===== src/rtl/ps2_pkg.sv =====
// PS/2 keyboard receiver shared definitions.
// FSM encoding, frame constants and parameter defaults.
package ps2_pkg;

    localparam logic [1:0] ST_IDLE   = 2'd0;
    localparam logic [1:0] ST_DATA   = 2'd1;
    localparam logic [1:0] ST_PARITY = 2'd2;
    localparam logic [1:0] ST_STOP   = 2'd3;

    localparam logic START_BIT = 1'b0;
    localparam logic STOP_BIT  = 1'b1;
    localparam int   DATA_BITS = 8;

    localparam int TIMEOUT_DEF    = 50000;
    localparam int DEPTH_LOG2_DEF = 3;

    // Odd parity holds when data plus parity bit has an odd number of ones.
    function automatic logic odd_ok(input logic [7:0] d, input logic p);
        return ^{d, p};
    endfunction

endpackage


===== src/rtl/ps2_fifo.sv =====
// First-word fall-through receive FIFO for scan-code bytes.
// A pop on a full FIFO frees the slot for a same-cycle push.
module ps2_fifo
    import ps2_pkg::*;
#(
    parameter int DEPTH_LOG2 = DEPTH_LOG2_DEF
) (
    input  logic       clk,
    input  logic       rst_n,
    input  logic       push,
    input  logic       pop,
    input  logic [7:0] din,
    output logic [7:0] dout,
    output logic       empty,
    output logic       full
);

    localparam int DEPTH = 1 << DEPTH_LOG2;

    logic [7:0]          mem_q [DEPTH];
    logic [DEPTH_LOG2-1:0] wr_ptr_q, wr_ptr_d;
    logic [DEPTH_LOG2-1:0] rd_ptr_q, rd_ptr_d;
    logic [DEPTH_LOG2:0]   cnt_q, cnt_d;
    logic                  do_pop;
    logic                  do_push;

    assign empty   = (cnt_q == '0);
    assign full    = cnt_q[DEPTH_LOG2];
    assign do_pop  = pop & ~empty;
    assign do_push = push & (~full | do_pop);
    assign dout    = empty ? 8'h00 : mem_q[rd_ptr_q];

    // Pointer and occupancy update from the qualified push/pop.
    always_comb begin
        wr_ptr_d = wr_ptr_q;
        rd_ptr_d = rd_ptr_q;
        cnt_d    = cnt_q;
        if (do_push) begin
            wr_ptr_d = wr_ptr_q + 1'b1;
        end
        if (do_pop) begin
            rd_ptr_d = rd_ptr_q + 1'b1;
        end
        unique case ({do_push, do_pop})
            2'b10:   cnt_d = cnt_q + 1'b1;
            2'b01:   cnt_d = cnt_q - 1'b1;
            default: cnt_d = cnt_q;
        endcase
    end

    // Pointer and count registers.
    always_ff @(posedge clk or negedge rst_n) begin
        if (!rst_n) begin
            wr_ptr_q <= '0;
            rd_ptr_q <= '0;
            cnt_q    <= '0;
        end else begin
            wr_ptr_q <= wr_ptr_d;
            rd_ptr_q <= rd_ptr_d;
            cnt_q    <= cnt_d;
        end
    end

    // Storage array; contents are meaningless while empty.
    always_ff @(posedge clk) begin
        if (do_push) begin
            mem_q[wr_ptr_q] <= din;
        end
    end

endmodule


===== src/rtl/ps2_keyb.sv =====
// PS/2 keyboard receiver: synchronizers, frame FSM, watchdog.
// Accepted bytes go to a FIFO and toggle IRQ_KEYB.
module ps2_keyb
    import ps2_pkg::*;
#(
    parameter int TIMEOUT    = TIMEOUT_DEF,
    parameter int DEPTH_LOG2 = DEPTH_LOG2_DEF
) (
    input  logic       CLOCK,
    input  logic       RESET_N,
    input  logic       PS2_CLK,
    input  logic       PS2_DAT,
    input  logic       RD,
    output logic [7:0] O_DATA,
    output logic       O_READY,
    output logic       IRQ_KEYB,
    output logic       O_OVF,
    output logic       O_PERR
);

    localparam int WW = $clog2(TIMEOUT + 1);

    logic          clk_s1_q, clk_s2_q, clk_prev_q;
    logic          dat_s1_q, dat_s2_q;
    logic          fall;

    logic [1:0]    state_q, state_d;
    logic [2:0]    bit_cnt_q, bit_cnt_d;
    logic [7:0]    shift_q, shift_d;
    logic          par_q, par_d;
    logic [WW-1:0] wdog_q, wdog_d;
    logic          perr_q, perr_d;
    logic          ovf_q, ovf_d;
    logic          irq_q, irq_d;

    logic          push_req;
    logic          fifo_empty;
    logic          fifo_full;
    logic          accept;

    assign fall = clk_prev_q & ~clk_s2_q;

    // Two-flop synchronizers plus edge-detect history; idle bus is high.
    always_ff @(posedge CLOCK or negedge RESET_N) begin
        if (!RESET_N) begin
            clk_s1_q   <= 1'b1;
            clk_s2_q   <= 1'b1;
            clk_prev_q <= 1'b1;
            dat_s1_q   <= 1'b1;
            dat_s2_q   <= 1'b1;
        end else begin
            clk_s1_q   <= PS2_CLK;
            clk_s2_q   <= clk_s1_q;
            clk_prev_q <= clk_s2_q;
            dat_s1_q   <= PS2_DAT;
            dat_s2_q   <= dat_s1_q;
        end
    end

    // Frame FSM, watchdog and sticky status next-state.
    always_comb begin
        state_d   = state_q;
        bit_cnt_d = bit_cnt_q;
        shift_d   = shift_q;
        par_d     = par_q;
        wdog_d    = wdog_q;
        perr_d    = perr_q;
        push_req  = 1'b0;

        if (fall) begin
            unique case (state_q)
                ST_IDLE: begin
                    if (dat_s2_q == START_BIT) begin
                        state_d   = ST_DATA;
                        bit_cnt_d = '0;
                    end
                end
                ST_DATA: begin
                    shift_d   = {dat_s2_q, shift_q[7:1]};
                    bit_cnt_d = bit_cnt_q + 1'b1;
                    if (bit_cnt_q == 3'(DATA_BITS - 1)) begin
                        state_d = ST_PARITY;
                    end
                end
                ST_PARITY: begin
                    par_d   = dat_s2_q;
                    state_d = ST_STOP;
                end
                ST_STOP: begin
                    if (dat_s2_q == STOP_BIT && odd_ok(shift_q, par_q)) begin
                        push_req = 1'b1;
                    end else begin
                        perr_d = 1'b1;
                    end
                    state_d = ST_IDLE;
                end
                default: state_d = ST_IDLE;
            endcase
        end

        if (fall || state_q == ST_IDLE) begin
            wdog_d = '0;
        end else if (wdog_q == WW'(TIMEOUT)) begin
            wdog_d  = '0;
            state_d = ST_IDLE;
            perr_d  = 1'b1;
        end else begin
            wdog_d = wdog_q + 1'b1;
        end
    end

    // A pop on a full FIFO makes room, so the byte is still taken.
    assign accept = push_req & (~fifo_full | RD);

    // Overflow and interrupt toggle follow the FIFO write decision.
    always_comb begin
        ovf_d = ovf_q | (push_req & fifo_full & ~RD);
        irq_d = irq_q ^ accept;
    end

    // Receiver state registers.
    always_ff @(posedge CLOCK or negedge RESET_N) begin
        if (!RESET_N) begin
            state_q   <= ST_IDLE;
            bit_cnt_q <= '0;
            shift_q   <= '0;
            par_q     <= 1'b0;
            wdog_q    <= '0;
            perr_q    <= 1'b0;
            ovf_q     <= 1'b0;
            irq_q     <= 1'b0;
        end else begin
            state_q   <= state_d;
            bit_cnt_q <= bit_cnt_d;
            shift_q   <= shift_d;
            par_q     <= par_d;
            wdog_q    <= wdog_d;
            perr_q    <= perr_d;
            ovf_q     <= ovf_d;
            irq_q     <= irq_d;
        end
    end

    ps2_fifo #(
        .DEPTH_LOG2(DEPTH_LOG2)
    ) u_fifo (
        .clk  (CLOCK),
        .rst_n(RESET_N),
        .push (push_req),
        .pop  (RD),
        .din  (shift_q),
        .dout (O_DATA),
        .empty(fifo_empty),
        .full (fifo_full)
    );

    assign O_READY  = ~fifo_empty;
    assign IRQ_KEYB = irq_q;
    assign O_OVF    = ovf_q;
    assign O_PERR   = perr_q;

endmodule


===== config.mk =====
export PLATFORM = sky130hd
export DESIGN_NAME = ps2_keyb
export DESIGN_NICKNAME = d
export VERILOG_FILES = /design/src/rtl/ps2_pkg.sv /design/src/rtl/ps2_fifo.sv /design/src/rtl/ps2_keyb.sv
export SDC_FILE = /design/constraint.sdc
export NUM_CORES = 1
export LEC_CHECK = 0
export CORE_ASPECT_RATIO = 1.25
export CORE_MARGIN = 3
export CORE_UTILIZATION = 65
export CTS_BUF_LIST = sky130_fd_sc_hd__clkbuf_8
export CTS_CLUSTER_SIZE = 10
export DETAILED_ROUTE_END_ITERATION = 10
export DONT_BUFFER_PORTS = 1
export GPL_TIMING_DRIVEN = 1
export PLACE_DENSITY = 0.87
export SLEW_MARGIN = 20
export SYNTH_ARGS = -nofsm -noshare
export SYNTH_HDL_FRONTEND = slang
export SYNTH_SLANG_ARGS = --single-unit
export TNS_END_PERCENT = 1

===== constraint.sdc =====
create_clock -name CLOCK -period 3.05 [get_ports CLOCK]
set_input_delay 0.7625 -clock CLOCK [delete_from_list [all_inputs] [get_ports CLOCK]]
set_output_delay 0.7625 -clock CLOCK [all_outputs]
set_load 0.02 [all_outputs]

==> metrics <==
area of the multi-input gates=1570 sq um; Post-DP Area=4940 sq um; RePlAce Congestion=0.779; Psw=1.56 mW; CP Launch Type=flop; Core Area=approximately 7100 sq um; Worst Skew=0.0113 ns; gr usage total=about 22%; worst r2r dst=u_fifo.cnt_q[2]$_DFFE_PN0P_; Reg power frac=approximately half; Post-DRT Antenna Nets=0; Iter 0 DRT Violations=a little under 200; nets=337; via count=about 2500; Internal Power=just under 3 mW; Layout fillers=442; cells after synthesis=309; Post CTS Setup Buffer Count=0; mean number of vias per cell=between 5 and 6; register area share after synthesis=65.5%; clock slew at reported path FFs=0.11 ns; io pins=17; post-synth top area cell=edfxtp_1; CP max FO=11; number of hold buffers added after CTS=0; Residual DRC=0; endpoint type of the worst setup path=flop; cells along the critical path=xnor2_1, xnor3_2, xnor2_4, nand2_4, ha_1, xor2_1, ha_1, a21oi_1, xor2_1, nor2_1, xor2_1; Area Growth Syn to Fin=7.39%; largest net degree at the start of global routing=49; synthesized area per cell=15.5 sq um; GR met2 Demand/Resource=between 30% and 40%; final std cells w/o fill=418; Final setup viols=0; Mapped Nets=approximately 320; Lkg Pwr=1.92 nW; Max Cap Viol=0; met1 Track Usage GR=29.0%; CTS max path bufs=2; CP max-delay cell=dfrtp_1; Primary FF master, synth=edfxtp_1; RR Startpoint=shift_q[1]$_DFFE_PN0P_; vias in the first global route=2500; synth cell count leaders=64 x edfxtp_1, 43 x dfrtp_1, 32 x nor2_1; R2R cell count=11; status=completed; Place WS=0.205 ns; Synth cell types=between 40 and 50; part of the power in the clock network=roughly 18%; DRT Pass-1 Iters=4; FF+latch count, synth=112; wire length of the first global-routing pass=12900 microns; initial antenna violation count=0; H-tree depth=3; Synth async-reset ratio=between 40 and 50%; CP Class=flop to flop; Hold Crit Class=input port to async pin; PortBufs=0; Power Total=4.52 mW; die area=8420 sq um; ant diodes=0; Final Max Tran Viols=0; CTS root buffer=clkbuf_8; DP Cell Count=402; Critical Path RT=3.31 ns; Skew-Pair Late Insertion Delay=0.37 ns; Achievable Freq=352 MHz; Critical Path Max Stage Delay=~0.5 ns; Setup TNS=0 ns; min cycle time layout=roughly 2.8 ns; Core Rows=34; clk sinks=around 110; fin area=5130 sq um; met3 usage in global routing=under 10%; Hold Fails Final Rpt=0; layout cells sized above 1=20.7%; DP HPWL=~5300 microns; switching share of power=34.5%; Post-synth EDFFs=64; post_cts resized=0; worst vdd ir=0.733 mV; post-synth top area share=40.2%; Initial Util=67.6%; fin crit share=93.2%; Die X=82.7 microns; CTS tree=built; synth warn=0; WL final=7920 microns; worst setup path start=shift_q[1]$_DFFE_PN0P_; RSZ-0062 raised after global routing=false; register area=3130 sq um; GR peak layer=met2; Pwr Density=881 nW/um^2; critical path data arrival time=3.10 ns; top post-synthesis cells by area=edfxtp_1 40%, dfrtp_1 23%, mux4_2 7.5%, xnor2_1 2.9%, mux2_2 2.8%; Die Span Y=102 microns; most frequent cell after synthesis=edfxtp_1; Cell Area, Synth=4780 sq um; max_slew headroom=a little under half; routed length per instance=19.0 microns; CP most frequent cell=xor2_1; Comb pwr share=31.2%; cts bufs inserted=9; setup slack, reg-to-reg=0.21 ns; Worst Tran Pin Value=0.782 ns; grt ovf=0; setup ws final=0.209 ns
metrics by stage:
stage	hold WS (ns)	utilization, %
finish	0.0701	72.6
global route	0.0441	72.6
CTS	0.0471	72.6
detailed placement	0.347	70.0
global placement	0.347	70.0
floorplan	0.345	-
logic make-up after synthesis:
logic type / share of synthesized area (%)
xor gates and xnor gates: 6.18
adders and majority gates: 2.36
DFF: 65.5
and+or+nand+nor: 9.69
AOI/OAI and AO/OA: 2.36
buffers and inverters: 1.52
muxes: 12.4
metal layers:
layer	vias to the layer above	routed length (microns)
met3	13	288
li1	1171	-
met2	64	4050
met4	0	223
met1	1236	3360
met5	-	0
registers in the layout, summed over array words and instances, names as in the netlist:
register,flops
u_fifo.mem_q,64
clk_s1_q,1
O_OVF,1
wdog_q,16
IRQ_KEYB,1
par_q,1
state_q,2
clk_s2_q,1
u_fifo.rd_ptr_q,3
shift_q,8
bit_cnt_q,3
dat_s1_q,1
u_fifo.cnt_q,4
O_PERR,1
dat_s2_q,1
clk_prev_q,1
u_fifo.wr_ptr_q,3
critical path, delay by kind of cell, from the launching register on:
| kind | cells | cell delay, ns |
|---|---|---|
| AND/OR/NAND/NOR | 2 | 0.18 |
| adder cells (fa/ha/maj) | 2 | 0.48 |
| flip-flops | 1 | 0.50 |
| AO/OA/AOI/OAI | 1 | 0.16 |
| XOR/XNOR | 6 | 1.41 |
power by group through the flow:
stage,registers [mW],logic (mW),clock network (mW)
floorplan,2.14,1.31,0
global placement,2.29,1.38,0
detailed placement,2.31,1.43,0
CTS,2.28,1.43,0.853
global route,2.33,1.54,0.911
finish,2.28,1.41,0.833
cell type report:
type,count,share of cell area (%)
flip-flops and latches,112,61.0
multi-input cells,179,30.7
clock buffers,10,2.68
well taps,90,2.20
repair buffers,12,1.76
clock inverters,6,1.00
inverters,9,0.659
worst max path at each step:
| stage | to | cells past startpoint | slack, ns |
|---|---|---|---|
| global placement | u_fifo.cnt_q[2]$_DFFE_PN0P_ | 11 | 0.30 |
| finish | u_fifo.cnt_q[2]$_DFFE_PN0P_ | 11 | 0.21 |
| floorplan | u_fifo.mem_q[1][0]$_DFFE_PP_ | 5 | 0.27 |
| CTS | O_DATA[1] | 3 | 0.20 |
| global route | u_fifo.cnt_q[2]$_DFFE_PN0P_ | 11 | 0.03 |
| detailed placement | u_fifo.cnt_q[2]$_DFFE_PN0P_ | 11 | 0.21 |
cell usage in the layout, fill, tap and decap left out, types with 2 or more instances in the layout:
cell / netlist / final
and3_1: 2 / 2
dfrtp_1: 43 / 43
nor4b_1: 2 / 2
inv_6: 0 / 2
a22o_1: 2 / 2
inv_1: 9 / 9
mux4_2: 16 / 16
nor3_1: 9 / 9
nand2_1: 9 / 9
edfxtp_1: 64 / 64
nor3b_1: 2 / 2
mux2i_1: 8 / 8
and2_1: 3 / 3
xnor2_1: 16 / 16
mux2_2: 12 / 12
and4_1: 2 / 2
nor2_1: 32 / 32
clkbuf_8: 0 / 10
o21ai_0: 3 / 3
nor4_1: 2 / 2
xor2_1: 10 / 10
ha_1: 9 / 9
or3_1: 3 / 3
clkinv_4: 0 / 2
buf_4: 0 / 12
nand3_1: 8 / 8
a21oi_1: 6 / 6
dfstp_2: 5 / 5
nand4_1: 3 / 3
nor2b_1: 4 / 4
nand2b_1: 4 / 4
Note: power is estimated with default switching activity, not from simulation.
